==> src/rtl/riscv_lsu.sv <==
// riscv_lsu: single-access load/store unit between the ALU stage and the data-memory bus.
// Define RISCV_LSU_TIMEOUT_EN to abort accesses that stall longer than TIMEOUT_CYCLES.
module riscv_lsu #(
   parameter int TIMEOUT_CYCLES = 255
) (
   input  logic        clk_i,
   input  logic        rst_i,
   input  logic        mem_req_i,
   input  logic        mem_wr_i,
   input  logic [1:0]  mem_size_i,
   input  logic        mem_zext_i,
   input  logic [31:0] addr_i,
   input  logic [31:0] wdata_i,
   output logic        lsu_stall_o,
   output logic        lsu_done_o,
   output logic [31:0] ld_data_o,
   output logic        misalign_o,
   output logic        bus_err_o,
   output logic        dmem_req_o,
   output logic        dmem_we_o,
   output logic [31:0] dmem_addr_o,
   output logic [3:0]  dmem_be_o,
   output logic [31:0] dmem_wdata_o,
   input  logic        dmem_gnt_i,
   input  logic        dmem_rvalid_i,
   input  logic [31:0] dmem_rdata_i
);
   typedef enum logic [1:0] {IDLE, REQ, RESP, DONE} state_e;
   state_e      state_q;
   logic [1:0]  off_q, size_q;
   logic        zext_q, done_q, misalign_q, dmem_req_q, dmem_we_q;
   logic [31:0] dmem_addr_q, dmem_wdata_q, ld_data_q;
   logic [3:0]  dmem_be_q;
   logic        legal, tmo;
   logic [3:0]  be_c;
   logic [31:0] wdata_c, sh_c, ext_c;

   assign legal   = mem_size_i == 2'b00 || (mem_size_i == 2'b01 && !addr_i[0]) ||
                    (mem_size_i == 2'b10 && addr_i[1:0] == 2'b00);
   assign be_c    = mem_size_i == 2'b00 ? 4'b0001 << addr_i[1:0] :
                    mem_size_i == 2'b01 ? 4'b0011 << addr_i[1:0] : 4'b1111;
   assign wdata_c = mem_size_i == 2'b00 ? {4{wdata_i[7:0]}} :
                    mem_size_i == 2'b01 ? {2{wdata_i[15:0]}} : wdata_i;
   assign sh_c    = dmem_rdata_i >> {off_q, 3'b000};
   assign ext_c   = size_q == 2'b00 ? {{24{sh_c[7] & ~zext_q}}, sh_c[7:0]} :
                    size_q == 2'b01 ? {{16{sh_c[15] & ~zext_q}}, sh_c[15:0]} : sh_c;

`ifdef RISCV_LSU_TIMEOUT_EN
   localparam int CW = TIMEOUT_CYCLES > 255 ? $clog2(TIMEOUT_CYCLES + 1) : 8;
   logic [CW-1:0] cnt_q;
   logic          bus_err_q;
   assign tmo       = cnt_q == CW'(TIMEOUT_CYCLES - 1);
   assign bus_err_o = bus_err_q;
   // Counter rests at zero in IDLE/DONE so every REQ entry starts a fresh budget.
   always_ff @(posedge clk_i or posedge rst_i) begin
      if (rst_i) begin
         cnt_q     <= '0;
         bus_err_q <= 1'b0;
      end else begin
         cnt_q     <= (state_q == REQ || state_q == RESP) ? cnt_q + 1'b1 : '0;
         bus_err_q <= tmo && ((state_q == REQ && !dmem_gnt_i) || (state_q == RESP && !dmem_rvalid_i));
      end
   end
`else
   assign tmo       = 1'b0;
   assign bus_err_o = 1'b0;
`endif

   always_ff @(posedge clk_i or posedge rst_i) begin
      if (rst_i) begin
         state_q      <= IDLE;
         off_q        <= '0;
         size_q       <= '0;
         zext_q       <= 1'b0;
         done_q       <= 1'b0;
         misalign_q   <= 1'b0;
         ld_data_q    <= '0;
         dmem_req_q   <= 1'b0;
         dmem_we_q    <= 1'b0;
         dmem_addr_q  <= '0;
         dmem_be_q    <= '0;
         dmem_wdata_q <= '0;
      end else begin
         done_q     <= 1'b0;
         misalign_q <= 1'b0;
         case (state_q)
            IDLE: if (mem_req_i) begin
               off_q  <= addr_i[1:0];
               size_q <= mem_size_i;
               zext_q <= mem_zext_i;
               if (legal) begin
                  state_q      <= REQ;
                  dmem_req_q   <= 1'b1;
                  dmem_we_q    <= mem_wr_i;
                  dmem_addr_q  <= {addr_i[31:2], 2'b00};
                  dmem_be_q    <= be_c;
                  dmem_wdata_q <= wdata_c;
               end else begin
                  state_q    <= DONE;
                  done_q     <= 1'b1;
                  misalign_q <= 1'b1;
                  ld_data_q  <= '0;
               end
            end
            REQ: if (dmem_gnt_i || tmo) begin
               dmem_req_q   <= 1'b0;
               dmem_we_q    <= 1'b0;
               dmem_addr_q  <= '0;
               dmem_be_q    <= '0;
               dmem_wdata_q <= '0;
               state_q      <= (dmem_gnt_i && !dmem_we_q) ? RESP : DONE;
               if (!dmem_gnt_i || dmem_we_q) begin
                  done_q    <= 1'b1;
                  ld_data_q <= '0;
               end
            end
            RESP: if (dmem_rvalid_i || tmo) begin
               state_q   <= DONE;
               done_q    <= 1'b1;
               ld_data_q <= dmem_rvalid_i ? ext_c : '0;
            end
            default: state_q <= IDLE;
         endcase
      end
   end

   assign lsu_stall_o  = (state_q == IDLE && mem_req_i) || state_q == REQ || state_q == RESP;
   assign lsu_done_o   = done_q;
   assign misalign_o   = misalign_q;
   assign ld_data_o    = ld_data_q;
   assign dmem_req_o   = dmem_req_q;
   assign dmem_we_o    = dmem_we_q;
   assign dmem_addr_o  = dmem_addr_q;
   assign dmem_be_o    = dmem_be_q;
   assign dmem_wdata_o = dmem_wdata_q;
endmodule

==> config.mk <==
export PLATFORM = sky130hd
export DESIGN_NAME = riscv_lsu
export DESIGN_NICKNAME = d
export VERILOG_FILES = /design/src/rtl/riscv_lsu.sv
export SDC_FILE = /design/constraint.sdc
export NUM_CORES = 1
export LEC_CHECK = 0
export ABC_CLOCK_PERIOD_IN_PS = 4780
export CORE_ASPECT_RATIO = 0.9
export CORE_MARGIN = 1
export CORE_UTILIZATION = 45
export CTS_CLUSTER_DIAMETER = 40
export DETAILED_ROUTE_END_ITERATION = 8
export GPL_TIMING_DRIVEN = 0
export PLACE_DENSITY = 0.81
export SETUP_SLACK_MARGIN = 0.5
export SYNTH_ARGS = -nofsm -noshare
export SYNTH_HDL_FRONTEND = slang
export SYNTH_SLANG_ARGS = --single-unit
==> constraint.sdc <==
create_clock -name clk_i -period 4.78 [get_ports clk_i]
set_input_delay 1.195 -clock clk_i [delete_from_list [all_inputs] [get_ports clk_i]]
set_output_delay 1.195 -clock clk_i [all_outputs]
set_load 0.02 [all_outputs]
* Word level (Yosys, flattened, before mapping) *
Cells that the tools add are included.

word-level totals
  logic and storage cells = 94
  bits of input ports = 105
  flip-flop bits (word level) = 111

operators by class
  bitwise operators = 3
  reduce and logical (&&, ||, !) cells = 22
  equality and inequality tests = 11
  mux-type cells = 43
  shift operators = 3

operators by type and width
  cell                   count
  $mux W32               14
  $pmux W32 S2           2
  $pmux W32 S3           1
  $shr A32 B5 Y32        1
  $mux W4                5
  $mux W1                12
  $ne A2 B2 Y1 const B   6
  $logic_not A2 Y1       4
  $mux W2                4
  $pmux W4 S2            1
  $eq A2 B1 Y1 const B   3
  $pmux W2 S3            1
  $reduce_and A6 Y1      1
  $logic_or A1 B1 Y1     5
  $eq A2 B2 Y1 const B   2
  $logic_and A1 B1 Y1    4
  $pmux W1 S2            2
  $reduce_and A4 Y1      1
  $shl A1 B2 Y4 const A  1
  $shl A2 B2 Y4 const A  1
  $logic_not A1 Y1       3
  $pmux W1 S3            1
  $reduce_and A3 Y1      1
  $reduce_bool A3 Y1     1
  other kinds (4)        5

* Depth between registers and ports, before layout *
Gate-level depths: netlist of run 1.

  depth after elaboration = 7
  gate-level depth with buffers = 9
  depth with buffers taken out = 6

* Least setup slack after synthesis of run 1 *
OpenSTA, ideal clock, no wires.

  kind = input to register
  from = input addr_i[0]
  to = register dmem_req_q, in the netlist dmem_req_o
  stages on the path = 9
  arrival = 2.814 ns
  setup slack = 1.838 ns
  path through = inv_1 -> ha_1 -> nor2b_1 -> nor3_1 -> a211o_1 -> clkbuf_1 -> buf_2 -> buf_4 -> mux2_1

on the way
  cells in the longest elaborated chain, start to end = 6
  elaborated cells between the ends (all ways) = 8
  classes of those cells = eq/ne (1); reduce/logical (7)

RTL lines
  item                                  line  source
  from (decl)                           12    input logic [31:0] addr_i,
  $logic_not A1 Y1                      38    assign legal = mem_size_i == 2'b00 || (mem_size_i == 2'b01 && !addr_i[0]) ||
  $logic_and A1 B1 Y1                   38
  $logic_or A1 B1 Y1                    38
  $logic_or A1 B1 Y1 *                  38
  $ne A2 B2 Y1 (no source line) *       --
  $reduce_and A4 Y1 (no source line) *  --
  to (signal assigned)                  78    dmem_req_q <= 1'b0;
  to (signal assigned)                  93    dmem_req_q <= 1'b1;
  to (signal assigned)                  106   dmem_req_q <= 1'b0;
  to (decl)                             31    logic zext_q, done_q, misalign_q, dmem_req_q, dmem_we_q;

Every way passes the cells marked *; elsewhere a longest branch is shown, timed or not.
A chain may end at the register's enable or synchronous reset.

* Worst setup path in the final report of run 1 *
  from = input mem_req_i
  to = output lsu_stall_o

on the way
  cells in the longest elaborated chain, start to end = 3

RTL lines
  item                             line  source
  from (decl)                      8     input logic mem_req_i,
  $logic_and A1 B1 Y1              127   assign lsu_stall_o = (state_q == IDLE && mem_req_i) || state_q == REQ || state_q == RESP;
  $logic_or A1 B1 Y1 (2 in a row)  127
  to (decl)                        14    output logic lsu_stall_o,

Every way passes these cells.

==> impl_metrics.env, run 1 <==
export IMPL_ys_async_sr_fraction=1.000
export IMPL_clockBufferDepth=2
export IMPL_grt_max_degree=59
export IMPL_powerDensity_nw_per_um2=663.0
export IMPL_switching_share=0.4151
export IMPL_grt_pass1_wl_um=27310
export IMPL_hold_class="reg -> reg"
export IMPL_power_frac_comb=0.587
export IMPL_drcViolationCount=0
export IMPL_min_from="ld_data_o[31]"
export IMPL_row_count=39
export IMPL_p_leak_nw=3.580
export IMPL_end_kind="output pin"
export IMPL_grt_pass1_vias=5239
export IMPL_ir_drop_v=0.0004646
export IMPL_final_cell_area_um2=8441
export IMPL_ant_nets=0
export IMPL_postCtsResizedCells=0
export IMPL_die_y_um=109.9
export IMPL_r2r_slack_ns=2.16
export IMPL_post_synth_top_area_cell="dfrtp_1"
export IMPL_yosys_warnings=0
export IMPL_path_max_fanout=9
export IMPL_synth_largest_type_area_fraction=0.4686
export IMPL_synth_common_cells="dfrtp_1, mux2_2, nand2_1, nor2b_1, o21ai_0"
export IMPL_cts_buffers=9
export IMPL_total_power_mw=5.596
export IMPL_worstPathCellList="clkdlybuf4s50_1 -> nand2_1 -> nand3_1 -> clkdlybuf4s50_1"
export IMPL_clock_sinks=109
export IMPL_crit_type="in -> out"
export IMPL_power_frac_seq=0.269
export IMPL_post_dp_cell_area_um2=8125
export IMPL_initial_core_util=0.4605
export IMPL_finalSetupTns_ns=0
export IMPL_hold_viol_final=0
export IMPL_wl_met2_um=8796
export IMPL_finish_net_count=884
export IMPL_netSwitchingPower_mw=2.323
export IMPL_critical_path_buf_inv_count=2
export IMPL_cts_tree="yes"
export IMPL_reg2regPathDepth=9
export IMPL_syn_area_um2=5821
export IMPL_antenna_found_initial=0
export IMPL_routedWlPerCell_um=18.68
export IMPL_post_cts_setup_buffers=0
export IMPL_wl_um=17560
export IMPL_cpPeakStageDelay_ns=0.62
export IMPL_grtUsageTotal=0.2702
export IMPL_portBuffers=206
export IMPL_post_route_period_util=0.8298
export IMPL_crit_required_ns=3.59
export IMPL_setup_violations=0
export IMPL_viasPerCell=5.419
export IMPL_wl_met1_um=6761
export IMPL_r2r_start="state_q[1]"
export IMPL_nFillCells=984
export IMPL_dp_hpwl_um=13500
export IMPL_fmax_mhz=252.1
export IMPL_p_int_mw=3.273
export IMPL_layout_min_cycle_time_ns=3.967
export IMPL_maxCapViolCount=0
export IMPL_io_pins=211
export IMPL_top_layer="met4"
export IMPL_via_count=5094
export IMPL_synth_edff_count=0
export IMPL_drtIter0Drc=321
export IMPL_synth_cell_types=40
export IMPL_synth_cells=551
export IMPL_status="complete, no violations"
export IMPL_yosysSeqAreaShare=0.4686
export IMPL_critical_path_slowest_cell="clkdlybuf4s50_1"
export IMPL_htree_levels=3
export IMPL_clk_pin_slew_worst_paths_ns=0.08
export IMPL_drt_pre_antenna_iters=5
export IMPL_pwr_share_clk=0.144
export IMPL_die_x_um=121.9
export IMPL_critical_path_top_delay_family="buffers and inverters"
export IMPL_yosys_register_bits=109
export IMPL_arrival_ns=2.77
export IMPL_place_gp_congestion=0.9016
export IMPL_grt_setup_unrepaired="false"
export IMPL_drive_gt1_frac=0.1353
export IMPL_yosysMostFrequentCell="dfrtp_1"
export IMPL_hold_path_depth=1
export IMPL_clock_skew_final_ns=0.01281
export IMPL_min_to="ld_data_o[31]"
export IMPL_coreArea_um2=12640
export IMPL_cts_root_buf="clkbuf_16"
export IMPL_antennaDiodeCount=0
export IMPL_tightest_slew_ns=0.6739
export IMPL_critical_path_depth=4
export IMPL_syn2layout_area_growth_pct=45.01
export IMPL_hold_buffers=0
export IMPL_ys_top_cells_by_area="dfrtp_1, mux2_2, mux2i_1"
export IMPL_crit_top_cell="clkdlybuf4s50_1"
export IMPL_overflow=0
export IMPL_wl_met3_um=1598
export IMPL_final_core_util=0.6679
export IMPL_syn_area_per_cell_um2=10.56
export IMPL_r2r_end="dmem_wdata_o[10]"
export IMPL_clkLatencyLatePin_ns=0.35
export IMPL_drv_slew=0
export IMPL_die_area_um2=13390
export IMPL_startpoint_type="primary input"
export IMPL_relSlewSlack=0.5508
export IMPL_ys_flop_type="dfrtp_1"
-- placed cells by master (no fill, tap or decap), types with 8 or more instances in the layout --
master,Yosys,routed
ha_1,8,8
inv_1,26,25
nor2b_1,41,41
dfrtp_1,109,109
mux2_1,23,23
o2bb2ai_1,18,18
o21ai_1,8,8
a21oi_1,21,21
clkbuf_16,0,9
clkdlybuf4s50_1,0,206
o21ai_0,31,31
nand3_1,18,18
clkbuf_1,23,24
buf_2,12,12
mux2_2,60,60
mux2i_1,28,28
nor2_1,18,18
o31ai_1,10,10
nand2_1,41,41
-- worst max path at each step --
| stage | from | endpoint | slack [ns] |
|---|---|---|---|
| after floorplan | rst_i | dmem_addr_o[10] | 0.71 |
| after global placement | rst_i | misalign_o | -0.82 |
| after detailed placement | addr_i[0] | dmem_wdata_o[10] | 0.76 |
| after CTS | mem_req_i | lsu_stall_o | 0.81 |
| after global routing | mem_req_i | lsu_stall_o | 0.75 |
| final | mem_req_i | lsu_stall_o | 0.81 |
-- per-layer routing --
layer | global-route usage | up-vias
met1 | 0.3044 | 2481
li1 | - | 2366
met3 | 0.08454 | 26
met2 | 0.4782 | 221
met5 | 0 | -
met4 | 0.1014 | 0
-- power groups by stage --
stage	sequential, mW	combinational (mW)	clock, mW
after floorplan	1.90	1.62	0
after global placement	1.50	3.22	0
after detailed placement	1.52	3.29	0
after CTS	1.51	3.30	0.821
after global routing	1.55	3.53	0.857
final	1.51	3.28	0.806
-- worst reg2reg max path, stage by stage, from the launching register on --
cell	delay, ns
dfrtp_1	0.42
inv_1	0.10
ha_1	0.22
inv_1	0.11
nor3_1	0.35
a211o_1	0.16
clkbuf_1	0.25
buf_2	0.32
buf_4	0.25
mux2_1	0.35
-- state kept, by name, indices dropped and copies added (netlist names) --
signal	count
dmem_we_o	1
misalign_o	1
state_q	2
dmem_wdata_o	32
lsu_done_o	1
dmem_be_o	4
off_q	2
dmem_req_o	1
size_q	2
zext_q	1
dmem_addr_o	30
ld_data_o	32
-- per-stage QoR --
stage	hold WS (ns)	worst slack, ns	instances
floorplan	0.4858	0.7111	553
global placement	0.4742	-0.8217	923
detailed placement	0.4796	0.7603	924
CTS	0.4998	0.8129	940
global route	0.5184	0.7532	940
finish	0.4967	0.8134	940
-- cell families (layout without fill, tap and decap cells) --
| group | after synthesis | count (layout) | share of synthesized area |
|---|---|---|---|
| compound gates | 117 | 117 | 0.1365 |
| fa+ha+maj | 8 | 8 | 0.01720 |
| buf+inv | 75 | 298 | 0.05696 |
| flops | 109 | 109 | 0.4686 |
| mux | 111 | 111 | 0.2087 |
| other cells | 1 | 3 | 0.0006443 |
| simple gates | 130 | 130 | 0.1114 |
-- cell type report --
type | count | area (um^2) | area share
plain buffers | 48 | 229.0 | 0.02713
clock inverters | 6 | 86.33 | 0.01023
clock buffers | 10 | 229.0 | 0.02713
well taps | 164 | 205.2 | 0.02431
multi-input cells | 369 | 2769 | 0.3280
flip-flops and latches | 109 | 2728 | 0.3232
repair buffers | 207 | 2090 | 0.2476
inverters | 27 | 105.1 | 0.01245
No activity file was read; power rests on OpenSTA's default activity.
==> inputs of run 2 (changes only) <==
--- a/config.mk
+++ b/config.mk
@@ -5,14 +5,14 @@
 export SDC_FILE = /design/constraint.sdc
 export NUM_CORES = 1
 export LEC_CHECK = 0
-export ABC_CLOCK_PERIOD_IN_PS = 4780
+export ABC_CLOCK_PERIOD_IN_PS = 3600
 export CORE_ASPECT_RATIO = 0.9
 export CORE_MARGIN = 1
-export CORE_UTILIZATION = 45
+export CORE_UTILIZATION = 41
 export CTS_CLUSTER_DIAMETER = 40
 export DETAILED_ROUTE_END_ITERATION = 8
 export GPL_TIMING_DRIVEN = 0
-export PLACE_DENSITY = 0.81
+export PLACE_DENSITY = 0.77
 export SETUP_SLACK_MARGIN = 0.5
 export SYNTH_ARGS = -nofsm -noshare
 export SYNTH_HDL_FRONTEND = slang
==> constraint.sdc (replaced) <==
create_clock -name clk_i -period 3.6 [get_ports clk_i]
set_input_delay 0.9 -clock clk_i [delete_from_list [all_inputs] [get_ports clk_i]]
set_output_delay 0.9 -clock clk_i [all_outputs]
set_load 0.02 [all_outputs]
==> run 2 against run 1 <==
  * Non-clock buffer count rose by 4
  * Cell count rose by 3.2%
  * Sequential cell count did not move
  * Worst setup slack got worse by 0.22 ns
  * Critical path depth did not move
  * Worst hold slack got worse by 0.0058 ns
  * Highest routed layer unchanged
  * Cell area rose by 0.80%
  * Clock power rose by 18%
==> impl_metrics.env, run 2 (synthesis gave the netlist of run 1 again) <==
export IMPL_end_kind="output pin"
export IMPL_placed_cells=951
export IMPL_pre_cts_ws_ns=-0.1423
export IMPL_setup_ws_ns=0.5932
export IMPL_power_frac_comb=0.601
export IMPL_drtIter0Drc=315
export IMPL_critical_path_buf_inv_count=2
export IMPL_critical_path_slowest_cell="clkdlybuf4s50_1"
export IMPL_cts_tree="yes"
export IMPL_clock_sinks=109
export IMPL_wl_um=18410
export IMPL_tightest_slew_ns=0.6866
export IMPL_ant_nets=0
export IMPL_die_y_um=115.0
export IMPL_initial_core_util=0.4276
export IMPL_layout_common_cells="clkdlybuf4s50_1, dfrtp_1, mux2_2"
export IMPL_cts_root_buf="clkbuf_16"
export IMPL_drive_gt1_frac=0.1436
export IMPL_power_frac_seq=0.271
export IMPL_portBuffers=206
export IMPL_clkLatencyLatePin_ns=0.36
export IMPL_fin_cells=970
export IMPL_setup_violations=0
export IMPL_cp_endpoint="lsu_stall_o"
export IMPL_switching_share=0.4232
export IMPL_row_count=40
export IMPL_overflow=0
export IMPL_antenna_found_initial=1
export IMPL_drv_slew=0
export IMPL_cpPeakStageDelay_ns=0.57
export IMPL_clk_pin_slew_worst_paths_ns=0.07
export IMPL_clock_skew_final_ns=0.01018
export IMPL_powerDensity_nw_per_um2=869.5
export IMPL_die_x_um=127.6
export IMPL_cts_buffers=9
export IMPL_hold_viol_final=0
export IMPL_p_leak_nw=3.606
export IMPL_hold_buffers=0
export IMPL_crit_type="in -> out"
export IMPL_drcViolationCount=0
export IMPL_clockBufferDepth=2
export IMPL_via_count=5218
export IMPL_coreArea_um2=13610
export IMPL_maxCapViolCount=0
export IMPL_layout_min_cycle_time_ns=3.007
export IMPL_final_common_cell="clkdlybuf4s50_1"
export IMPL_worstPathCellList="clkdlybuf4s50_1 -> nand2_2 -> nand3_1 -> dlygate4sd2_1"
export IMPL_syn2layout_area_growth_pct=46.17
export IMPL_grt_setup_unrepaired="false"
export IMPL_place_gp_congestion=0.9319
export IMPL_finish_net_count=888
export IMPL_grt_pass1_vias=5440
export IMPL_path_max_fanout=9
export IMPL_fmax_mhz=332.6
export IMPL_hold_class="reg -> reg"
export IMPL_grt_pass1_wl_um=29350
export IMPL_p_int_mw=4.267
export IMPL_r2r_end="ld_data_o[8]"
export IMPL_post_route_period_util=0.8352
export IMPL_io_pins=211
export IMPL_crit_path_start="mem_req_i"
export IMPL_grt_max_degree=34
export IMPL_final_core_util=0.6250
export IMPL_critical_path_depth=4
export IMPL_relSlewSlack=0.5423
export IMPL_r2r_start="state_q[0]"
export IMPL_pwr_share_clk=0.128
export IMPL_die_area_um2=14680
export IMPL_htree_levels=3
export IMPL_netSwitchingPower_mw=3.131
export IMPL_ir_drop_v=0.0004540
export IMPL_arrival_ns=2.11
export IMPL_routedWlPerCell_um=18.98
export IMPL_dp_hpwl_um=13950
export IMPL_drt_pre_antenna_iters=5
export IMPL_crit_required_ns=2.70
export IMPL_startpoint_type="primary input"
export IMPL_status="complete, no violations"
export IMPL_viasPerCell=5.379
export IMPL_r2r_slack_ns=1.17
export IMPL_grtUsageTotal=0.2611
export IMPL_critical_path_top_delay_family="buffers and inverters"
export IMPL_reg2regPathDepth=9
==> run 2: layer usage <==
metal	global-route usage	wire (um)
met1	0.3100	7329
met2	0.4339	8507
met3	0.09446	2098
met4	0.1043	475
met5	0	0
==> run 2: area by class of cell <==
| cell class | instances | area (um^2) |
|---|---|---|
| repair buffers | 211 | 2138 |
| inverters | 27 | 106.4 |
| flip-flops and latches | 109 | 2728 |
| multi-input cells | 369 | 2776 |
| fillers | 1158 | 5105 |
| clock inverters | 3 | 21.27 |
| diodes | 1 | 2.502 |
| plain buffers | 48 | 249.0 |
| clock buffers | 13 | 250.2 |
| well taps | 189 | 236.5 |
==> run 2: worst min path at each step <==
stage	cells after the start	from	endpoint	slack [ns]
floorplan	1	zext_q	zext_q	0.49
global placement	1	dmem_wdata_o[6]	dmem_wdata_o[6]	0.48
detailed placement	1	ld_data_o[19]	ld_data_o[19]	0.48
CTS	1	ld_data_o[19]	ld_data_o[19]	0.50
global route	1	dmem_wdata_o[13]	dmem_wdata_o[13]	0.51
finish	1	dmem_req_o	dmem_req_o	0.49
==> run 2: what timing repair did <==
action	CTS	global route
gates resized for setup	6	7
pin swaps	0	1
endpoints found under the setup margin	70	48
setup buffers	0	2
==> run 2: through the flow <==
| stage | area [um^2] | TNS (ns) | total power, mW | hold WS (ns) |
|---|---|---|---|---|
| floorplan | 5832 | 0 | 4.669 | 0.4858 |
| global placement | 8130 | -1.075 | 6.271 | 0.4765 |
| detailed placement | 8190 | -2.058 | 6.412 | 0.4762 |
| CTS | 8473 | 0 | 7.391 | 0.4957 |
| global route | 8508 | 0 | 7.849 | 0.5129 |
| finish | 8508 | 0 | 7.398 | 0.4909 |
==> run 2: worst reg2reg max path: stages, from the launching register on <==
cell and delay [ns]:
dfrtp_1 0.40, inv_1 0.09, ha_1 0.20, buf_4 0.18, clkinv_2 0.16, o221ai_2 0.19
or4b_1 0.53, buf_2 0.18, buf_6 0.16, o32ai_2 0.24
==> run 2: power groups by stage <==
stage / clock (mW) / combinational [mW] / sequential [mW]
global placement: 0 / 4.28 / 1.99
global route: 1.01 / 4.78 / 2.06
floorplan: 0 / 2.15 / 2.52
finish: 0.948 / 4.44 / 2.01
CTS: 0.962 / 4.42 / 2.01
detailed placement: 0 / 4.39 / 2.02
